`src/rtl/id_ex_pipe_reg.sv`:
```
// ID/EX pipeline register: carries a WIDTH-bit field through DEPTH stages with valid, stall, flush and reset.
// Latency DEPTH edges in-to-out; stall holds every stage; flush/rst turn every stage into a bubble.
module id_ex_pipe_reg #(
    parameter int                 WIDTH       = 5,
    parameter int                 DEPTH       = 1,
    parameter logic [WIDTH-1:0]   BUBBLE_VAL  = '0,
    parameter bit                 IGNORE_ZERO = 1'b1
) (
    input  logic             clk,
    input  logic             rst,
    input  logic             stall,
    input  logic             flush,
    input  logic             in_valid,
    input  logic [WIDTH-1:0] in,
    input  logic [WIDTH-1:0] probe,
    output logic             out_valid,
    output logic [WIDTH-1:0] out,
    output logic [DEPTH-1:0] hit
);

    generate
        if (DEPTH < 1 || DEPTH > 8) begin : g_bad_depth
            $error("id_ex_pipe_reg: DEPTH must be in 1..8");
        end
    endgenerate

    logic [WIDTH-1:0] data_q [DEPTH];
    logic [WIDTH-1:0] data_d [DEPTH];
    logic [DEPTH-1:0] vld_q;
    logic [DEPTH-1:0] vld_d;

    // Flush wins over stall; incoming data is loaded even when not valid.
    always_comb begin
        data_d = data_q;
        vld_d  = vld_q;
        if (flush) begin
            for (int k = 0; k < DEPTH; k++) begin
                data_d[k] = BUBBLE_VAL;
            end
            vld_d = '0;
        end else if (!stall) begin
            data_d[0] = in;
            vld_d[0]  = in_valid;
            for (int k = 1; k < DEPTH; k++) begin
                data_d[k] = data_q[k-1];
                vld_d[k]  = vld_q[k-1];
            end
        end
    end

    always_ff @(posedge clk) begin
        if (rst) begin
            for (int k = 0; k < DEPTH; k++) begin
                data_q[k] <= BUBBLE_VAL;
            end
            vld_q <= '0;
        end else begin
            data_q <= data_d;
            vld_q  <= vld_d;
        end
    end

    assign out       = data_q[DEPTH-1];
    assign out_valid = vld_q[DEPTH-1];

    // Only combinational path in the block: probe -> hit.
    always_comb begin
        hit = '0;
        for (int k = 0; k < DEPTH; k++) begin
            hit[k] = vld_q[k] && (data_q[k] == probe)
                     && !(IGNORE_ZERO && (data_q[k] == '0));
        end
    end

endmodule

```
`config.mk`:
```
export PLATFORM = sky130hd
export DESIGN_NAME = id_ex_pipe_reg
export DESIGN_NICKNAME = d
export VERILOG_FILES = /design/src/rtl/id_ex_pipe_reg.sv
export SDC_FILE = /design/constraint.sdc
export NUM_CORES = 1
export LEC_CHECK = 0
export CORE_AREA = 2 2 39 41
export CTS_CLUSTER_SIZE = 25
export DETAILED_ROUTE_END_ITERATION = 6
export DIE_AREA = 0 0 41 43
export MAX_ROUTING_LAYER = met4
export PLACE_DENSITY_LB_ADDON = 0.08
export SYNTH_ARGS = -nofsm -noshare
export SYNTH_HDL_FRONTEND = slang
export SYNTH_SLANG_ARGS = --single-unit
export TNS_END_PERCENT = 1
```
`constraint.sdc`:
```
create_clock -name clk -period 1.2 [get_ports clk]
set_input_delay 0.18 -clock clk [delete_from_list [all_inputs] [get_ports clk]]
set_output_delay 0.18 -clock clk [all_outputs]
set_load 0.01 [all_outputs]
```
==> key figures, run 1 <==
Routing
  – Metal-1 WL: 292 µm
  – Total wire length: 769 µm
  – Met3 routed WL: 77 µm
  – Max layer used: met4
  – Starting DRT DRC Count: 0
  – Routed Antenna Nets: 0
  – Vias per cell: 4.22
  – DR pass1 iterations: 1
  – Drt wl/cell: 10.4 µm
  – DR vias: 312
  – Residual DRC: 0
  – WL met2: 383 µm

STA
  – Period utilization: 1.18
  – Highest clock rate: 0.709 GHz
  – Post-Route Skew: 0 ns
  – Setup TNS: -0.210 ns
  – Worst Hold Slack: 0.544 ns
  – Final hold violation count: 0
  – Count of final max-slew check failures: 0
  – Post-route setup slack: -0.210 ns
  – Worst slew pin tran: 0.207 ns
  – Final min period: 1.41 ns
  – Final setup fails: 1
  – RSZ-0062 raised after global routing: true
  – Max-slew headroom: 0.861

Clock tree
  – H-Tree Depth: 1
  – # Post-CTS Setup Buffers: 0
  – Worst-path clk slew: 0.04 ns
  – CTS Hold Bufs: 0
  – Clock Latency Late Sink: 0.24 ns
  – Max Root-Sink Buffers: 2
  – CTS Buf Count: 3
  – Num Clock Sinks: 6
  – CTS tree: done
  – Root Buffer: clkbuf_4

Synth
  – Post-Synth Adder-Cell Area: 0
  – Synth warn: 0
  – Synth Area in Compound Gates: 0.0173
  – Largest family of logic cells by synthesized area: multiplexers
  – Top cell type by total area after synthesis: dfxtp_1
  – Synth area leaders: dfxtp_1 (42%), mux2i_1 (21%), xor2_1 (9.1%), nor2_1 (7.8%), buf_2 (3.5%)
  – Distinct cell type count after synthesis: 13
  – Mapped Nets: 46
  – Synth top area share: 0.416
  – Synth Cell Area: 289 µm²
  – Syn_area_per_cell: 9.32 µm²
  – Sequential area share after synthesis: 0.416
  – Cells after synthesis: 31
  – Post-Synth Simple-Gate Area: 0.203
  – Multiplexer share of the synthesized area: 0.208
  – Synth Register Bits: 6
  – Synth Area in XOR/XNOR: 0.121

Placed design
  – Setup WS pre-CTS: -0.668 ns
  – Gp weighted congestion: 0.630
  – Area after DPL: 559 µm²
  – # port buffers: 21
  – Post-Place Cells: 71

Critical path
  – CP arrival: 1.23 ns
  – Worst EP required: 1.02 ns
  – Startpoint class of the critical path: input port
  – CP max FO: 2
  – CP Class: input port to primary output
  – Setup crit end kind: primary output

Global routing
  – Largest net degree at the start of global routing: 7
  – Global-route usage over all layers: 0.120
  – Number of global-route vias before repair: 326
  – First-pass GRT wire length: 1.30 mm
  – Initial antenna violation count: 0
  – Overflow after GRT: 0

Cells and area
  – Diodes inserted: 0
  – Commonest non-fill, non-tap cells in the layout: clkdlybuf4s50_1 (13), dlygate4sd2_1 (7), mux2i_1 (6), nor2_1 (6)
  – Area growth syn-to-layout: 100%
  – Commonest non-fill, non-tap cell in the layout: clkdlybuf4s50_1
  – Design Area, Final: 579 µm²
  – Final net count: 75
  – Ratio of cells with drive above 1 in the final layout: 0.259
  – Fin cells: 74
  – Fin util: 0.419

Die
  – Die H: 43 µm
  – Die width: 41 µm
  – Total number of placement rows: 14
  – Core footprint: 1380 µm²
  – Initial Utilization: 0.209
  – Die area: 1760 µm²
  – I/O Pins: 22

Run
  – # Max-Cap Violations: 0

Pwr
  – Power Total: 505 µW
  – Power density of the placed cells: 872 nW/µm²
  – Static leakage: 0.281 nW
  – Worst-case vdd ir drop: 0.494 mV

Run status
  – Status: finished with violations
  – Violated checks: negative setup slack

Min path
  – Hold crit path type: input port to flip-flop
final timing paths:
check	slack [ns]	to	cells after the start	startpoint
worst max-delay path	-0.21	hit	5	probe[4]
worst min-delay path	0.54	out[0]	3	in[0]
worst max register to register	0.42	out[1]	3	out[1]
worst min register to register	0.55	out[2]	2	out[2]
power by group:
| group | total (mW) | internal (mW) | switching (mW) |
|---|---|---|---|
| clock | 0.181 | 0.113 | 0.0679 |
| sequential | 0.214 | 0.208 | 0.00630 |
| combinational | 0.111 | 0.0765 | 0.0341 |
cell families (layout without fill, tap and decap cells):
logic type	Yosys count	in the layout
flops	6	6
mux	6	6
xor+xnor	4	4
simple gates	12	12
compound gates	1	1
buf+inv	2	29
synth_stat cells:
| library cell | count |
|---|---|
| xnor2_1 | 1 |
| nand2_1 | 1 |
| nor4_1 | 1 |
| dfxtp_1 | 6 |
| xor2_1 | 3 |
| o21ai_0 | 1 |
| mux2i_1 | 6 |
| or2_2 | 1 |
| or2_1 | 1 |
| and4_1 | 1 |
| nor3_1 | 1 |
| nor2_1 | 6 |
| buf_2 | 2 |
per-layer routing:
metal | up-vias | GRT usage
li1 | 160 | -
met5 | - | -
met4 | 0 | 0.120
met2 | 13 | 0.163
met1 | 137 | 0.127
met3 | 2 | 0.0366
sequential cells by signal, summed over array words and instances (netlist names):
name / cells
out: 5
out_valid: 1
final cells by class:
class | instances | area, µm²
Fill cell | 157 | 805
Timing Repair Buffer | 26 | 246
Multi-Input combinational cell | 23 | 165
Sequential cell | 6 | 125
Clock buffer | 3 | 22.5
Tap cell | 16 | 20.0
what timing repair did:
action                     4_1_cts  5_1_grt
pin swaps                        5        0
setup endpoints to repair        7        1
gates resized for setup         17        0
hold endpoints to repair         0        0
worst max-delay path, cell delays in order:
cell,delay (ns)
clkdlybuf4s50_1,0.42
or2_1,0.21
o21ai_1,0.12
and4_1,0.18
buf_2,0.12
Note: power is estimated with default switching activity, not from simulation.
==> inputs of run 2 (changes only) <==
GPL_TIMING_DRIVEN = 0   (was unset)
SETUP_SLACK_MARGIN = 0.3   (was unset)
==> run 2 against run 1 <==
The flow still finishes with violations (negative setup slack). Critical path type is now flip-flop to primary output. Critical path depth fell by 1. Via count fell by 2.9%. Setup slack got worse by 0.0072 ns. Hold slack got worse by 0.20 ns. First-iteration DRC count rose by 4. Clock skew did not move. Sequential power barely moved. Die area did not move. Register-to-register slack improved by 0.04 ns. Global-route usage fell by 0.70 points. Flip-flop and latch count did not move.
==> key figures, run 2 (synthesized netlist as in run 1, its figures left out) <==
Run status
  – Status: finished with violations
  – Violated checks: negative setup slack

Pwr
  – Worst-case vdd ir drop: 0.342 mV
  – Static leakage: 0.278 nW
  – Power density of the placed cells: 869 nW/µm²
  – Power Total: 498 µW

Cells and area
  – Final net count: 71
  – Ratio of cells with drive above 1 in the final layout: 0.426
  – Footprint of the multi-input gates: 191 µm²
  – Sequential cell area: 135 µm²
  – Diodes inserted: 0
  – # fillers: 152
  – Max reg flops: 5
  – Commonest non-fill, non-tap cells in the layout: clkdlybuf4s50_1 (9), mux2i_1 (6), buf_2 (4)
  – Area growth syn-to-layout: 98.3%
  – Commonest non-fill, non-tap cell in the layout: clkdlybuf4s50_1

STA
  – Final min period: 1.42 ns
  – Highest clock rate: 0.706 GHz
  – Final hold violation count: 0
  – Final setup fails: 1
  – Worst slew pin tran: 0.254 ns
  – Count of final max-slew check failures: 0
  – Post-Route Skew: 0 ns
  – RSZ-0062 raised after global routing: true
  – Worst Hold Slack: 0.341 ns
  – Period utilization: 1.18
  – Post-route setup slack: -0.217 ns
  – Max-slew headroom: 0.826

Global routing
  – Global-route usage over all layers: 0.113
  – Initial antenna violation count: 0
  – First-pass GRT wire length: 1.27 mm
  – Number of global-route vias before repair: 311
  – Overflow after GRT: 0
  – Largest net degree at the start of global routing: 7

Clock tree
  – # Post-CTS Setup Buffers: 0
  – CTS Hold Bufs: 0
  – Worst-path clk slew: 0.04 ns
  – CTS tree: done
  – Num Clock Sinks: 6
  – H-Tree Depth: 1
  – Root Buffer: clkbuf_4
  – Max Root-Sink Buffers: 2
  – Clock Latency Late Sink: 0.24 ns
  – CTS Buf Count: 3

Critical path
  – CP max FO: 4
  – Worst path slowest cell: dfxtp_4
  – CP arrival: 1.24 ns
  – R2R Setup Slk: 0.46 ns
  – End of the worst register-to-register path: out[3]
  – Top delay family on crit path: simple AND/OR/NAND/NOR gates
  – RR Startpoint: out[3]
  – Setup crit end kind: primary output
  – Startpoint class of the critical path: flip-flop
  – Worst EP required: 1.02 ns
  – Cell Chain, Critical Path: nor4_4, o21ai_1, and4_1, buf_2
  – CP Class: flip-flop to primary output
  – CP max stage delay: 0.35 ns
  – Buf+Inv Stages, Crit Path: 1
  – Worst reg-to-reg path cell count: 2

Placed design
  – # port buffers: 20
  – Gp weighted congestion: 0.683
  – HPWL after DPL: 596 µm

Routing
  – Starting DRT DRC Count: 4
  – Residual DRC: 0
  – Vias per cell: 4.33
  – DR vias: 303
  – Routed Antenna Nets: 0
  – DR pass1 iterations: 2
  – Total wire length: 796 µm
  – Drt wl/cell: 11.4 µm

Die
  – Core footprint: 1380 µm²
  – Total number of placement rows: 14
  – Die area: 1760 µm²
  – Die width: 41 µm
  – Die H: 43 µm
  – I/O Pins: 22
  – Initial Utilization: 0.209

Run
  – # Max-Cap Violations: 0

Min path
  – Hold path endpoint: out[0]
  – Critical hold path startpoint: stall
  – Hold crit path type: input port to flip-flop
  – Hold Path Depth: 3
[run 2: how the worst max path moves through the flow]
stage                  start  endpoint  cells after the start
floorplan             out[1]       hit                      3
global placement    probe[3]       hit                      5
detailed placement  probe[4]       hit                      5
CTS                   out[2]       hit                      4
global route          out[3]       hit                      4
finish                out[3]       hit                      4
[run 2: final cells by class]
cell class              count  area share
clock buffers               3      0.0393
flip-flops and latches      6       0.236
repair buffers             20       0.328
multi-input cells          23       0.334
well taps                  16      0.0349
plain buffers               2      0.0284
[run 2: power by group]
part | internal [mW] | switching, mW
Combinational | 0.0707 | 0.0367
Sequential | 0.203 | 0.00983
Clock | 0.113 | 0.0649
[run 2: through the flow]
step | util | setup slack (ns) | cells | area, µm² | setup TNS (ns)
2_1_floorplan | - | 0.138 | 31 | 293 | 0
3_3_place_gp | 0.371 | -0.645 | 67 | 513 | -0.645
3_5_place_dp | 0.371 | -0.656 | 67 | 513 | -0.656
4_1_cts | 0.394 | -0.208 | 70 | 546 | -0.208
5_1_grt | 0.414 | -0.304 | 70 | 573 | -0.304
6_report | 0.414 | -0.217 | 70 | 573 | -0.217
[run 2: metal layers]
metal  track usage  wire length (µm)
met4        0.0800                 0
met5             -                 0
met1         0.127               319
met2         0.153               403
met3        0.0471                73
[run 2: tightest hold or removal path, stage by stage]
cell	delay, ns
buf_2	0.19
mux2i_1	0.10
nor2_1	0.07
[run 2: timing repair]
action                                 4_1_cts  5_1_grt
pin swaps                                    6        5
resized for setup                           27       19
setup endpoints to repair                   13       12
endpoints found under the hold margin        0        0
